### src/rtl/sba_pkg.sv
// Shared definitions for the system bus access engine: register selects,
// error codes, FSM states and SBCS field positions.
package sba_pkg;

    localparam logic [1:0] SbcsSel   = 2'd0;
    localparam logic [1:0] SbAddrSel = 2'd1;
    localparam logic [1:0] SbDataSel = 2'd2;

    localparam logic [2:0] SbAccess32 = 3'd2;

    typedef enum logic [2:0] {
        ErrNone    = 3'd0,
        ErrTimeout = 3'd1,
        ErrBadAddr = 3'd2,
        ErrAlign   = 3'd3,
        ErrSize    = 3'd4
    } sberror_e;

    typedef enum logic [1:0] {
        StIdle  = 2'd0,
        StRead  = 2'd1,
        StWrite = 2'd2
    } sba_state_e;

    localparam int unsigned SbcsVersionLsb    = 29;
    localparam int unsigned SbcsBusyErrBit    = 22;
    localparam int unsigned SbcsBusyBit       = 21;
    localparam int unsigned SbcsReadOnAddrBit = 20;
    localparam int unsigned SbcsAccessLsb     = 17;
    localparam int unsigned SbcsAutoIncBit    = 16;
    localparam int unsigned SbcsReadOnDataBit = 15;
    localparam int unsigned SbcsErrorLsb      = 12;
    localparam int unsigned SbcsAsizeLsb      = 5;
    localparam int unsigned SbcsAccess32Bit   = 2;

endpackage

### src/rtl/sba_initiator_if.sv
// System bus side of the SBA engine: single 32-bit read/write requests held
// as levels until the responder acks or errors.
interface sba_initiator_if;
    logic [31:0] bus_addr;
    logic [31:0] bus_wdata;
    logic        bus_rd;
    logic        bus_wr;
    logic [31:0] bus_rdata;
    logic        bus_ack;
    logic        bus_err;

    modport master (
        output bus_addr, bus_wdata, bus_rd, bus_wr,
        input  bus_rdata, bus_ack, bus_err
    );

    modport slave (
        input  bus_addr, bus_wdata, bus_rd, bus_wr,
        output bus_rdata, bus_ack, bus_err
    );
endinterface

### src/rtl/sba_initiator.sv
// RISC-V debug System Bus Access engine: turns SBCS/SBADDRESS0/SBDATA0 writes into
// single bus transactions. Define SBA_TIMEOUT_EN to enable the response timeout.
module sba_initiator
    import sba_pkg::*;
#(
    parameter int unsigned TimeoutCycles = 255
) (
    input  logic        clk,
    input  logic        rst_n,
    input  logic [1:0]  reg_sel,
    input  logic        reg_wr,
    input  logic        reg_rd,
    input  logic [31:0] reg_wdata,
    output logic [31:0] reg_rdata,
    sba_initiator_if.master bus
);

    if ((TimeoutCycles < 1) || (TimeoutCycles > 65535)) begin : g_bad_timeout
        $error("sba_initiator: TimeoutCycles must be in 1..65535");
    end

    sba_state_e  state_q, state_d;
    logic [31:0] addr_q, addr_d;
    logic [31:0] data_q, data_d;
    logic [31:0] bus_addr_q, bus_addr_d;
    logic [31:0] bus_wdata_q, bus_wdata_d;
    logic [2:0]  access_q, access_d;
    logic [2:0]  sberror_q, sberror_d;
    logic        busy_err_q, busy_err_d;
    logic        read_on_addr_q, read_on_addr_d;
    logic        auto_inc_q, auto_inc_d;
    logic        read_on_data_q, read_on_data_d;

    logic        busy, blocked, timeout;
    logic        start_rd, start_wr;
    logic [31:0] start_addr;
    logic [31:0] sbcs;

    assign busy    = (state_q != StIdle);
    assign blocked = (sberror_q != 3'd0) || busy_err_q;

`ifdef SBA_TIMEOUT_EN
    logic [15:0] tmo_cnt_q, tmo_cnt_d;

    // Held at zero while idle so every access starts counting from zero.
    always_comb begin
        tmo_cnt_d = busy ? tmo_cnt_q + 16'd1 : 16'd0;
    end

    always_ff @(posedge clk) begin
        if (!rst_n) tmo_cnt_q <= 16'd0;
        else        tmo_cnt_q <= tmo_cnt_d;
    end

    assign timeout = busy && (tmo_cnt_q == 16'(TimeoutCycles - 1));
`else
    assign timeout = 1'b0;
`endif

    always_comb begin
        state_d        = state_q;
        addr_d         = addr_q;
        data_d         = data_q;
        bus_addr_d     = bus_addr_q;
        bus_wdata_d    = bus_wdata_q;
        access_d       = access_q;
        sberror_d      = sberror_q;
        busy_err_d     = busy_err_q;
        read_on_addr_d = read_on_addr_q;
        auto_inc_d     = auto_inc_q;
        read_on_data_d = read_on_data_q;
        start_rd       = 1'b0;
        start_wr       = 1'b0;
        start_addr     = addr_q;

        if (reg_wr) begin
            case (reg_sel)
                SbcsSel: begin
                    read_on_addr_d = reg_wdata[SbcsReadOnAddrBit];
                    access_d       = reg_wdata[SbcsAccessLsb +: 3];
                    auto_inc_d     = reg_wdata[SbcsAutoIncBit];
                    read_on_data_d = reg_wdata[SbcsReadOnDataBit];
                    if (reg_wdata[SbcsBusyErrBit]) busy_err_d = 1'b0;
                    sberror_d = sberror_q & ~reg_wdata[SbcsErrorLsb +: 3];
                end
                SbAddrSel: begin
                    if (busy) begin
                        busy_err_d = 1'b1;
                    end else begin
                        addr_d     = reg_wdata;
                        start_addr = reg_wdata;
                        start_rd   = read_on_addr_q && !blocked;
                    end
                end
                SbDataSel: begin
                    if (busy) begin
                        busy_err_d = 1'b1;
                    end else begin
                        data_d   = reg_wdata;
                        start_wr = !blocked;
                    end
                end
                default: ;
            endcase
        end else if (reg_rd && (reg_sel == SbDataSel)) begin
            if (busy) busy_err_d = 1'b1;
            else      start_rd   = read_on_data_q && !blocked;
        end

        // Pre-checks fail without ever raising a bus strobe.
        if (start_rd || start_wr) begin
            if (access_q != SbAccess32) begin
                sberror_d = ErrSize;
            end else if (start_addr[1:0] != 2'b00) begin
                sberror_d = ErrAlign;
            end else begin
                bus_addr_d = start_addr;
                if (start_wr) begin
                    bus_wdata_d = reg_wdata;
                    state_d     = StWrite;
                end else begin
                    state_d = StRead;
                end
            end
        end

        if (busy) begin
            if (bus.bus_err) begin
                sberror_d = ErrBadAddr;
                state_d   = StIdle;
            end else if (bus.bus_ack) begin
                if (state_q == StRead) data_d = bus.bus_rdata;
                if (auto_inc_q)        addr_d = addr_q + 32'd4;
                state_d = StIdle;
            end else if (timeout) begin
                sberror_d = ErrTimeout;
                state_d   = StIdle;
            end
        end
    end

    always_ff @(posedge clk) begin
        if (!rst_n) begin
            state_q        <= StIdle;
            addr_q         <= 32'd0;
            data_q         <= 32'd0;
            bus_addr_q     <= 32'd0;
            bus_wdata_q    <= 32'd0;
            access_q       <= SbAccess32;
            sberror_q      <= 3'd0;
            busy_err_q     <= 1'b0;
            read_on_addr_q <= 1'b0;
            auto_inc_q     <= 1'b0;
            read_on_data_q <= 1'b0;
        end else begin
            state_q        <= state_d;
            addr_q         <= addr_d;
            data_q         <= data_d;
            bus_addr_q     <= bus_addr_d;
            bus_wdata_q    <= bus_wdata_d;
            access_q       <= access_d;
            sberror_q      <= sberror_d;
            busy_err_q     <= busy_err_d;
            read_on_addr_q <= read_on_addr_d;
            auto_inc_q     <= auto_inc_d;
            read_on_data_q <= read_on_data_d;
        end
    end

    always_comb begin
        sbcs                              = 32'd0;
        sbcs[SbcsVersionLsb +: 3]         = 3'd1;
        sbcs[SbcsBusyErrBit]              = busy_err_q;
        sbcs[SbcsBusyBit]                 = busy;
        sbcs[SbcsReadOnAddrBit]           = read_on_addr_q;
        sbcs[SbcsAccessLsb +: 3]          = access_q;
        sbcs[SbcsAutoIncBit]              = auto_inc_q;
        sbcs[SbcsReadOnDataBit]           = read_on_data_q;
        sbcs[SbcsErrorLsb +: 3]           = sberror_q;
        sbcs[SbcsAsizeLsb +: 7]           = 7'd32;
        sbcs[SbcsAccess32Bit]             = 1'b1;
    end

    always_comb begin
        case (reg_sel)
            SbcsSel:   reg_rdata = sbcs;
            SbAddrSel: reg_rdata = addr_q;
            SbDataSel: reg_rdata = data_q;
            default:   reg_rdata = 32'd0;
        endcase
    end

    assign bus.bus_addr  = bus_addr_q;
    assign bus.bus_wdata = bus_wdata_q;
    assign bus.bus_rd    = (state_q == StRead);
    assign bus.bus_wr    = (state_q == StWrite);

endmodule

### src/flat_wrapper.sv
// flat-port wrapper written by rule: the top's interface ports become plain ports
module sba_initiator_flat import sba_pkg::*;
#(
    parameter int unsigned TimeoutCycles = 255
)
  (clk, rst_n, reg_sel, reg_wr, reg_rd, reg_wdata, reg_rdata, bus_bus_addr, bus_bus_wdata, bus_bus_rd, bus_bus_wr, bus_bus_rdata, bus_bus_ack, bus_bus_err);
  sba_initiator_if bus_i ();
  input  logic clk;
  input  logic rst_n;
  input  logic [1:0] reg_sel;
  input  logic reg_wr;
  input  logic reg_rd;
  input  logic [31:0] reg_wdata;
  output logic [31:0] reg_rdata;
  output wire logic [$bits(bus_i.bus_addr)-1:0] bus_bus_addr;
  output wire logic [$bits(bus_i.bus_wdata)-1:0] bus_bus_wdata;
  output wire logic [$bits(bus_i.bus_rd)-1:0] bus_bus_rd;
  output wire logic [$bits(bus_i.bus_wr)-1:0] bus_bus_wr;
  input wire logic [$bits(bus_i.bus_rdata)-1:0] bus_bus_rdata;
  input wire logic [$bits(bus_i.bus_ack)-1:0] bus_bus_ack;
  input wire logic [$bits(bus_i.bus_err)-1:0] bus_bus_err;
  assign bus_bus_addr = bus_i.bus_addr;
  assign bus_bus_wdata = bus_i.bus_wdata;
  assign bus_bus_rd = bus_i.bus_rd;
  assign bus_bus_wr = bus_i.bus_wr;
  assign bus_i.bus_rdata = bus_bus_rdata;
  assign bus_i.bus_ack = bus_bus_ack;
  assign bus_i.bus_err = bus_bus_err;
  sba_initiator #(.TimeoutCycles(TimeoutCycles)) u_core (.clk(clk), .rst_n(rst_n), .reg_sel(reg_sel), .reg_wr(reg_wr), .reg_rd(reg_rd), .reg_wdata(reg_wdata), .reg_rdata(reg_rdata), .bus(bus_i));
endmodule
### config.mk
export PLATFORM = sky130hd
export DESIGN_NAME = sba_initiator_flat
export DESIGN_NICKNAME = d
export VERILOG_FILES = /design/src/rtl/sba_pkg.sv /design/src/rtl/sba_initiator_if.sv /design/src/rtl/sba_initiator.sv /design/src/flat_wrapper.sv
export SDC_FILE = /design/constraint.sdc
export NUM_CORES = 1
export LEC_CHECK = 0
export ABC_AREA = 0
export ABC_CLOCK_PERIOD_IN_PS = 1900
export CORE_MARGIN = 3
export CORE_UTILIZATION = 45
export CTS_CLUSTER_DIAMETER = 80
export DETAILED_ROUTE_END_ITERATION = 7
export GPL_ROUTABILITY_DRIVEN = 0
export PLACE_DENSITY = 0.8
export SETUP_SLACK_MARGIN = 0.5
export SLEW_MARGIN = 20
export SYNTH_ARGS = -nofsm -noshare
export SYNTH_HDL_FRONTEND = slang
export SYNTH_SLANG_ARGS = --single-unit
export TNS_END_PERCENT = 10
### constraint.sdc
create_clock -name clk -period 1.9 [get_ports clk]
set_input_delay 0.38 -clock clk [delete_from_list [all_inputs] [get_ports clk]]
set_output_delay 0.38 -clock clk [all_outputs]
set_load 0.05 [all_outputs]
==> results.json <==
{
  "run_status": "complete, but fails checks",
  "violations": "design-rule violations, negative setup slack",
  "fin_area_mm2": 0.0112,
  "viasPerCell": 6.60,
  "layout-drive-gt1-share_pct": 39.6,
  "syn_area_mm2": 0.00666,
  "layout_min_cycle_time_ns": 2.13,
  "grt_start_max_net_pins": 71,
  "synthTopCellsByArea": "dfxtp_1, mux2i_1, nor2_1",
  "vias": 8269,
  "peakVddDrop_v": 0.000712,
  "place_hpwl_um": 16800,
  "hp-class": "primary input to flop",
  "hold_viol_final": 0,
  "r2r_cells": 8,
  "min_from": "rst_n",
  "critPathLaunch": "reg_sel[0]",
  "dieWidth_um": 128,
  "dr.pass1.iters": 8,
  "synth_nets": 896,
  "arrival_ns": 1.75,
  "layout_common_cells": "buf_4, dfxtp_1, nand2_1",
  "p_comb_share_pct": 21.4,
  "power_frac_clock_pct": 41.9,
  "port-buffer-count": 169,
  "ys_seq_area_share_pct": 42.1,
  "setup_tns_ns": -7.28,
  "hold_buffers": 0,
  "ys.flop_type": "dfxtp_1",
  "cts_root_buf": "clkbuf_16",
  "final_nets": 1136,
  "wirelength_um": 31000,
  "worst-slew-pin-transition_ns": 0.685,
  "rows": 43,
  "p_per_area_mw_per_mm2": 780,
  "cap_violations": 0,
  "crit_fanout": 6,
  "grt_pass1_vias": 7747,
  "crit_path_end": "reg_rdata[13]",
  "grt.total_usage_pct": 33.4,
  "clk_latency_ns": 0.44,
  "drcViolationCount": 2,
  "yosys_warnings": 0,
  "die_h_um": 128,
  "p_seq_share_pct": 36.7,
  "core-area_mm2": 0.0142,
  "finalSetupViolations": 87,
  "syn_to_final_growth_pct": 68.6,
  "final_common_cell": "buf_4",
  "synth_edf_count": 0,
  "p_sw_mw": 2.61,
  "ant_nets": 0,
  "finalCritPeriodShare_pct": 112,
  "dieArea_mm2": 0.0163,
  "yosys.area.top_type": "dfxtp_1",
  "p_int_mw": 6.14,
  "wl_per_cell_um": 24.7,
  "power.share.switching_pct": 29.8,
  "antenna_found_initial": 1,
  "slew_viol_final": 0,
  "ys_types": 49,
  "rsz0062_at_grt": "yes",
  "drt_iter0_markers": 1442,
  "max_freq_ghz": 0.470,
  "avgSynthCellArea_um2": 8.13,
  "cts_tree": "built",
  "clk_pin_slew_ns": 0.06,
  "clock_path_buffers": 2,
  "h-tree-depth": 4,
  "grt_pass1_wl_um": 42900,
  "async_reset_ff_share_pct": 0,
  "critPathKind": "primary input to primary output",
  "synth_top_area_share_pct": 42.1,
  "r2r-start": "u_core.state_q[0]$_SDFF_PN0_",
  "critPathCaptureType": "primary output",
  "reg2reg_to": "u_core.bus.bus_wdata[22]$_SDFFE_PN0P_",
  "syn_inst": 819,
  "worst_setup_path_start_kind": "primary input",
  "pin_count": 170,
  "skew_ns": 0.0112,
  "initial_core_util_pct": 46.9,
  "cts.sinks": 140,
  "place_area_mm2": 0.00938,
  "slew_headroom_pct": 54.3,
  "cts_buffers": 17,
  "synth.ff_latch_count": 140,
  "p_leak_nw": 4.26,
  "cp_data_required_time_ns": 1.52,
  "grt.overflow.total": 0,
  "r2r_slack_ns": -0.18,
  "finalWorstSetupSlack_ns": -0.227
}
==> cell families (layout without fill, tap and decap cells) <==
logic type      count (synthesis)  count (layout)  synth area share [%]
simple gates                  342             342                  23.0
compound gates                188             188                  19.2
flops                         140             140                  42.1
buf+inv                        77             330                  4.81
mux                            56              56                  8.53
xor+xnor                       11              11                  1.45
fa+ha+maj                       5               5                 0.939
other cells                     0               1                     0
==> cells in the mapped netlist, types with 2 or more instances <==
library cell	n
a211oi_1	49
a21o_1	2
a21oi_1	22
a221oi_1	3
a222oi_1	11
a22oi_1	18
a311oi_1	16
a31oi_1	11
and3_1	7
buf_1	8
buf_2	16
buf_4	3
clkbuf_1	44
dfxtp_1	140
ha_1	5
inv_1	5
mux2_2	6
mux2i_1	50
nand2_1	115
nand3_1	55
nand3b_1	3
nand4_1	11
nand4b_1	2
nor2_1	119
nor2b_1	5
nor3_1	4
nor3b_1	3
nor4_1	6
o21ai_0	43
o21ai_1	4
o221ai_1	3
o22ai_1	3
or3_1	2
xnor2_1	2
xor2_1	9
==> worst min-delay path by stage <==
stage          depth (start not counted)                               endpoint  slack (ns)
2_1_floorplan                          2         u_core.sberror_q[2]$_SDFF_PN0_        0.44
3_3_place_gp                           2  u_core.bus.bus_wdata[25]$_SDFFE_PN0P_        0.44
3_5_place_dp                           2  u_core.bus.bus_wdata[28]$_SDFFE_PN0P_        0.44
4_1_cts                                3           u_core.addr_q[16]$_SDFF_PN0_        0.34
5_1_grt                                3           u_core.addr_q[16]$_SDFF_PN0_        0.38
6_report                               3           u_core.addr_q[16]$_SDFF_PN0_        0.37
==> flip-flops by register name, summed over array words and instances, names as in the netlist <==
name and count:
u_core.addr_q 32, u_core.bus.bus_addr 32, u_core.bus.bus_wdata 32, u_core.data_q 32, u_core.access_q 3, u_core.sberror_q 3
u_core.state_q 2, u_core.auto_inc_q 1, u_core.busy_err_q 1, u_core.read_on_addr_q 1, u_core.read_on_data_q 1
==> cell type report <==
class,instances,area [um^2]
inverters,6,40.0
clock buffers,21,470
multi-input cells,602,4480
well taps,180,225
flip-flops and latches,140,2830
fillers,762,2980
clock inverters,11,165
repair buffers,292,3010
diodes,1,2.50
==> metal layers <==
metal	GRT usage (%)	part of all wire [%]	vias up
li1	-	-	3444
met1	42.3	36	3840
met2	52.6	44	757
met3	9.79	13	228
met4	15.5	6.8	0
met5	0	0	-
==> worst max-delay path, stage by stage <==
cell and delay, ns:
buf_8 0.09, inv_6 0.04, buf_6 0.10, ha_4 0.20, buf_6 0.13, a222oi_1 0.53
nor2_4 0.07, buf_8 0.18
==> power by group through the flow <==
| stage | Sequential (mW) | Combinational (mW) | Clock (mW) |
|---|---|---|---|
| after global placement | 3.24 | 1.50 | 0 |
| after CTS | 3.19 | 1.70 | 3.63 |
| final | 3.22 | 1.87 | 3.67 |
| after global routing | 3.23 | 1.93 | 3.80 |
| after floorplan | 3.46 | 0.640 | 0 |
| after detailed placement | 3.24 | 1.52 | 0 |
==> what timing repair did <==
item,4_1_cts,5_1_grt
pin swaps,93,29
endpoints found under the setup margin,195,169
cloned,2,2
endpoints found under the hold margin,0,0
setup buffers,9,7
gates resized for setup,369,38
==> per-stage QoR <==
step	util [%]	cells	hold WS, ns	power [mW]	worst slack (ns)
2_1_floorplan	-	819	0.445	4.10	-0.0120
3_3_place_gp	66.0	1200	0.439	4.74	-0.720
3_5_place_dp	66.0	1200	0.443	4.76	-0.757
4_1_cts	77.1	1243	0.337	8.52	-0.134
5_1_grt	79.0	1252	0.376	8.96	-0.257
6_report	79.1	1253	0.369	8.75	-0.227
Note: power is estimated with default switching activity, not from simulation.
